<file path="config.mk">
export PLATFORM = sky130hd
export DESIGN_NAME = wb_arbiter_scoreboard
export DESIGN_NICKNAME = d
export VERILOG_FILES = /design/src/rtl/wb_arbiter_scoreboard.sv
export SDC_FILE = /design/constraint.sdc
export NUM_CORES = 1
export LEC_CHECK = 0
export CAP_MARGIN = 20
export CORE_MARGIN = 10
export CORE_UTILIZATION = 35
export DETAILED_ROUTE_END_ITERATION = 6
export DONT_BUFFER_PORTS = 1
export RECOVER_POWER = 25
export SYNTH_ARGS = -nofsm -noshare
export SYNTH_HDL_FRONTEND = slang
export SYNTH_SLANG_ARGS = --single-unit
</file>
<file path="constraint.sdc">
create_clock -name clk_i -period 14.15 [get_ports clk_i]
set_clock_uncertainty 0.1 [all_clocks]
set_input_delay 4.245 -clock clk_i [delete_from_list [all_inputs] [get_ports clk_i]]
set_output_delay 4.245 -clock clk_i [all_outputs]
set_load 0.01 [all_outputs]
</file>
<file path="src/rtl/wb_arbiter_scoreboard.sv">
// Write-back arbiter with registered regfile write port and 64-entry pending-write scoreboard.
// Define WB_ARB_ROUND_ROBIN_EN for round-robin arbitration; fixed priority (lowest index) otherwise.
module wb_arbiter_scoreboard #(
    parameter int unsigned NREQ = 3,
    parameter int unsigned AW   = 6,
    parameter int unsigned DW   = 64
) (
    input  logic               clk_i,
    input  logic               rst_i,
    input  logic [NREQ-1:0]    wb_valid_i,
    output logic [NREQ-1:0]    wb_ready_o,
    input  logic [NREQ*AW-1:0] wb_addr_i,
    input  logic [NREQ*DW-1:0] wb_data_i,
    output logic               rf_write_enable_o,
    output logic [AW-1:0]      rf_write_addr_o,
    output logic [DW-1:0]      rf_write_data_o,
    input  logic               iss_valid_i,
    input  logic [AW-1:0]      iss_addr_i,
    output logic               iss_ready_o,
    input  logic [AW-1:0]      chk_addr1_i,
    input  logic [AW-1:0]      chk_addr2_i,
    output logic               chk_busy1_o,
    output logic               chk_busy2_o
);

    localparam int unsigned NREG = 1 << AW;
    localparam int unsigned IdxW = $clog2(NREQ);

    logic [IdxW-1:0] sel;
    logic            grant_any;
    logic            hs;
    logic [AW-1:0]   sel_addr;
    logic [DW-1:0]   sel_data;

`ifdef WB_ARB_ROUND_ROBIN_EN
    logic [IdxW-1:0] rr_q, rr_d;
    logic [IdxW:0]   rr_sum;

    // Scan requesters starting at the round-robin pointer, wrapping at NREQ.
    always_comb begin
        sel       = '0;
        grant_any = 1'b0;
        rr_sum    = '0;
        for (int unsigned k = 0; k < NREQ; k++) begin
            rr_sum = {1'b0, rr_q} + (IdxW+1)'(k);
            if (rr_sum >= (IdxW+1)'(NREQ)) begin
                rr_sum = rr_sum - (IdxW+1)'(NREQ);
            end
            if (!grant_any && wb_valid_i[rr_sum[IdxW-1:0]]) begin
                grant_any = 1'b1;
                sel       = rr_sum[IdxW-1:0];
            end
        end
    end

    always_comb begin
        rr_d = rr_q;
        if (hs) begin
            rr_d = (sel == IdxW'(NREQ - 1)) ? '0 : sel + 1'b1;
        end
    end

    always_ff @(posedge clk_i) begin
        if (rst_i) begin
            rr_q <= '0;
        end else begin
            rr_q <= rr_d;
        end
    end
`else
    always_comb begin
        sel       = '0;
        grant_any = 1'b0;
        for (int unsigned k = 0; k < NREQ; k++) begin
            if (!grant_any && wb_valid_i[k]) begin
                grant_any = 1'b1;
                sel       = IdxW'(k);
            end
        end
    end
`endif

    // No grants while in reset so nothing new gets staged.
    assign hs         = grant_any & ~rst_i;
    assign wb_ready_o = hs ? (NREQ'(1) << sel) : '0;

    always_comb begin
        sel_addr = '0;
        sel_data = '0;
        for (int unsigned k = 0; k < NREQ; k++) begin
            if (IdxW'(k) == sel) begin
                sel_addr = wb_addr_i[k*AW +: AW];
                sel_data = wb_data_i[k*DW +: DW];
            end
        end
    end

    // Registered regfile write stage
    logic          we_q, we_d;
    logic [AW-1:0] addr_q, addr_d;
    logic [DW-1:0] data_q, data_d;

    always_comb begin
        we_d   = hs && (sel_addr != '0);
        addr_d = addr_q;
        data_d = data_q;
        if (hs) begin
            addr_d = sel_addr;
            data_d = sel_data;
        end
    end

    always_ff @(posedge clk_i) begin
        if (rst_i) begin
            we_q   <= 1'b0;
            addr_q <= '0;
            data_q <= '0;
        end else begin
            we_q   <= we_d;
            addr_q <= addr_d;
            data_q <= data_d;
        end
    end

    assign rf_write_enable_o = we_q;
    assign rf_write_addr_o   = addr_q;
    assign rf_write_data_o   = data_q;

    // Scoreboard
    logic [NREG-1:0] pending_q, pending_d;

    // Uses the pre-clear state, so a claim stalls even in the cycle its bit clears.
    assign iss_ready_o = (iss_addr_i == '0) | ~pending_q[iss_addr_i];

    always_comb begin
        pending_d = pending_q;
        if (we_q) begin
            pending_d[addr_q] = 1'b0;
        end
        if (iss_valid_i && iss_ready_o && (iss_addr_i != '0)) begin
            pending_d[iss_addr_i] = 1'b1;
        end
    end

    always_ff @(posedge clk_i) begin
        if (rst_i) begin
            pending_q <= '0;
        end else begin
            pending_q <= pending_d;
        end
    end

    assign chk_busy1_o = (chk_addr1_i != '0) & pending_q[chk_addr1_i];
    assign chk_busy2_o = (chk_addr2_i != '0) & pending_q[chk_addr2_i];

endmodule

</file>
==> results.yml <==
timing:
  setup_viol: 0
  hold_viol_final: 0
  finalCriticalPeriod_ps: 10760
  slew_headroom_pct: -93.5
  setup_ws_ps: 3390
  tightest_slew_ps: 2900
  max_freq_mhz: 92.9
  slew_viol_final: 83
  grt_setup_unrepaired: "no"
  min_period_over_period_pct: 76.1
  tns_ps: 0
synthesis:
  syn_nets: 1164
  ys.flop_type: "dfxtp_1"
  synth_compound_area_share_pct: 24.5
  synth-simple-area-share_pct: 15.4
  netlist_area_um2: 8300
  yosysWarnings: 0
  syn_inst: 930
  synth.mux.area_fraction_pct: 22.2
  avgSynthCellArea_um2: 8.92
  synth.ff_latch_count: 135
  synth_top_family_by_area: "compound AO/OA/AOI/OAI gates"
  seq_area_frac_synth_pct: 32.6
  yosys.area_share.adder_pct: 0
  synth_enable_flop_cells: 0
  synth_xor_area_share_pct: 0
  async_flop_share_pct: 0
  synth_cell_types: 45
worst_setup_path:
  r2r_setup_slack_ps: 11440
  max_stage_delay_ps: 720
  rr_endpoint: "pending_q[2]"
  critPathLaunchType: "primary input"
  cp-end-kind: "output pin"
  worstPathCellList: "clkinv_1 > a221oi_1 > o21a_1 > o22ai_1 > or4_2 > o31ai_1"
  r2r-start: "pending_q[44]"
  criticalPathCategory: "primary input to output pin"
  rr_worst_depth: 6
  arrival_ps: 6420
  cp_slowest_cell: "or4_2"
  crit_fanout: 36
  cp.required_ps: 9800
  cp_top_family: "compound AO/OA/AOI/OAI gates"
  crit_buf_inv: 1
cts:
  clock-root-buffer: "clkbuf_16"
  clock_latency_ps: 420
  clk_pin_slew_ps: 60
  cts_buffers: 17
  cts_hold_buf: 0
  cts_tree: "done"
  ctsResizeCount: 0
  cts_sinks: 135
  post_cts_buffers: 0
  cts_max_level: 4
  clock_path_buffers: 2
hold_path:
  whs_path_depth: 2
  hold-path-endpoint: "pending_q[0]"
  min_from: "pending_q[0]"
  hold_path.class: "flip-flop to flip-flop"
finish:
  finalNetCount: 1098
  drive_gt1_share_pct: 12.7
  fill_cells: 2410
  syn_to_final_growth_pct: 7.89
  seqCellArea_um2: 2700
  multi_input_area_um2: 5170
die:
  core_area_um2: 23400
  initial_utilization_pct: 35.5
  die_h_um: 174
  rows: 56
  die_w_um: 174
  die_area_um2: 30300
  io_pins: 311
power_and_ir_drop:
  power.density_nw_per_um2: 112
  combPwrFrac_pct: 11.9
  ir_worst_vdd_uv: 64.3
  seq_power_share_pct: 42.5
  intPower_mw: 0.710
  p_switching_mw: 0.292
  p_clk_share_pct: 45.6
  switching_share_pct: 29.2
  p_leak_nw: 3.07
placement:
  port_buffers: 0
  dp_hpwl_um: 23500
  place.gp.congestion: 0.927
  pre_cts_slack_ps: 3440
outcome:
  violations: "max-capacitance violations, max-slew violations"
  outcome: "complete, but fails checks"
drt:
  drt-wirelength-per-cell_um: 26.9
  route.antenna.remaining_nets: 0
  drt_iter0_drc: 870
  drcViolationCount: 0
  dr.pass1.iters: 5
  totalWireLength_um: 32100
  vias: 7510
  drt-vias-per-instance: 6.28
global_route:
  grt_antenna_before_repair: 0
  grt_max_degree: 99
  gr-usage-all-layers_pct: 20.2
  grt_pass1_wl_um: 47200
  overflow: 0
  first_global_vias: 7205
flow_run:
  max-cap-violations: 2
==> logic make-up (layout without fill, tap and decap cells) <==
group | count (synthesis) | count (layout)
AO/OA/AOI/OAI | 273 | 273
buffers and inverters | 99 | 45
flip-flops | 135 | 135
multiplexers | 136 | 136
other | 0 | 1
AND/OR/NAND/NOR | 287 | 287
==> worst register-to-register path, stage by stage (launching register included) <==
cell	delay [ps]
dfxtp_1	360
a221o_1	330
a21oi_1	140
o22ai_1	80
or4_2	710
buf_4	400
o41ai_1	470
==> how the worst max path moves through the flow <==
| stage | start | end | slack (ps) | cells after the start |
|---|---|---|---|---|
| floorplan | chk_addr1_i[0] | chk_busy1_o | 3580 | 6 |
| global placement | iss_addr_i[2] | iss_ready_o | 3470 | 6 |
| detailed placement | iss_addr_i[2] | iss_ready_o | 3440 | 6 |
| CTS | iss_addr_i[2] | iss_ready_o | 3440 | 6 |
| global route | iss_addr_i[2] | iss_ready_o | 3330 | 6 |
| finish | iss_addr_i[2] | iss_ready_o | 3390 | 6 |
==> power groups by stage <==
stage | Combinational, mW | Clock, mW | Sequential (mW)
after floorplan | 0.107 | 0 | 0.424
after global placement | 0.117 | 0 | 0.435
after detailed placement | 0.118 | 0 | 0.435
after CTS | 0.118 | 0.464 | 0.426
after global routing | 0.132 | 0.482 | 0.429
final | 0.119 | 0.456 | 0.426
==> layout make-up <==
type	instances	area share, %
repair buffers	10	0.797
diodes	1	0.0280
inverters	4	0.168
flip-flops and latches	135	30.2
well taps	319	4.46
clock buffers	17	4.75
multi-input cells	696	57.7
clock inverters	14	1.87
==> cell usage after synthesis (all sizes together), types with 3 or more instances <==
master  count  area share, %
a211oi     64            5.8
a21oi      71            4.3
a221o       4           0.48
a221oi     12            1.3
and2        3           0.23
and3b       3           0.32
buf        42            2.7
clkbuf     53            2.4
dfxtp     135             33
inv         3           0.14
mux2i      96             12
mux4       38             10
nand2      51            2.3
nand2b      5           0.38
nand3      37            2.2
nand3b      5           0.45
nand4       6           0.45
nor2      149            6.8
nor2b       7           0.62
nor3        3           0.18
o211ai     31            2.8
o21a        8           0.72
o21ai       6           0.36
o22a        6           0.63
o22ai       6           0.45
o31ai      33            3.0
o41ai      29            4.4
or2         8           0.60
or3b        3           0.32
==> per-layer routing <==
metal	GRT usage, %	share of wire [%]	vias to the layer above
met2	32.4	47	475
met1	23.8	37	3587
met3	9.69	14	38
met4	4.74	1.7	0
met5	0	0	-
li1	-	-	3410
==> sequential cells by signal (all words and copies together), names as in the netlist <==
name,flops
rf_write_enable_o,1
pending_q,64
rf_write_addr_o,6
rf_write_data_o,64
==> stage by stage <==
stage	power (mW)	utilization, %	cell area (µm²)	cells	hold slack [ps]
after floorplan	0.532	-	8300	930	312
after global placement	0.552	35.8	8370	1164	351
after detailed placement	0.553	35.8	8370	1164	348
after CTS	1.01	38.3	8960	1195	357
after global routing	1.04	38.2	8950	1195	404
final	1.00	38.2	8950	1196	360
==> placed cells by master, fill, tap and decap left out, drive strengths merged, types with 9 or more instances in the layout <==
master	n
nor2	149
inv	9
a211oi	64
o211ai	31
mux4	38
mux2i	96
nand3	37
buf	9
a21oi	71
a221oi	12
o31ai	33
dfxtp	135
o41ai	29
nand2	51
clkbuf	18
Power figures use the tool's default switching activity.
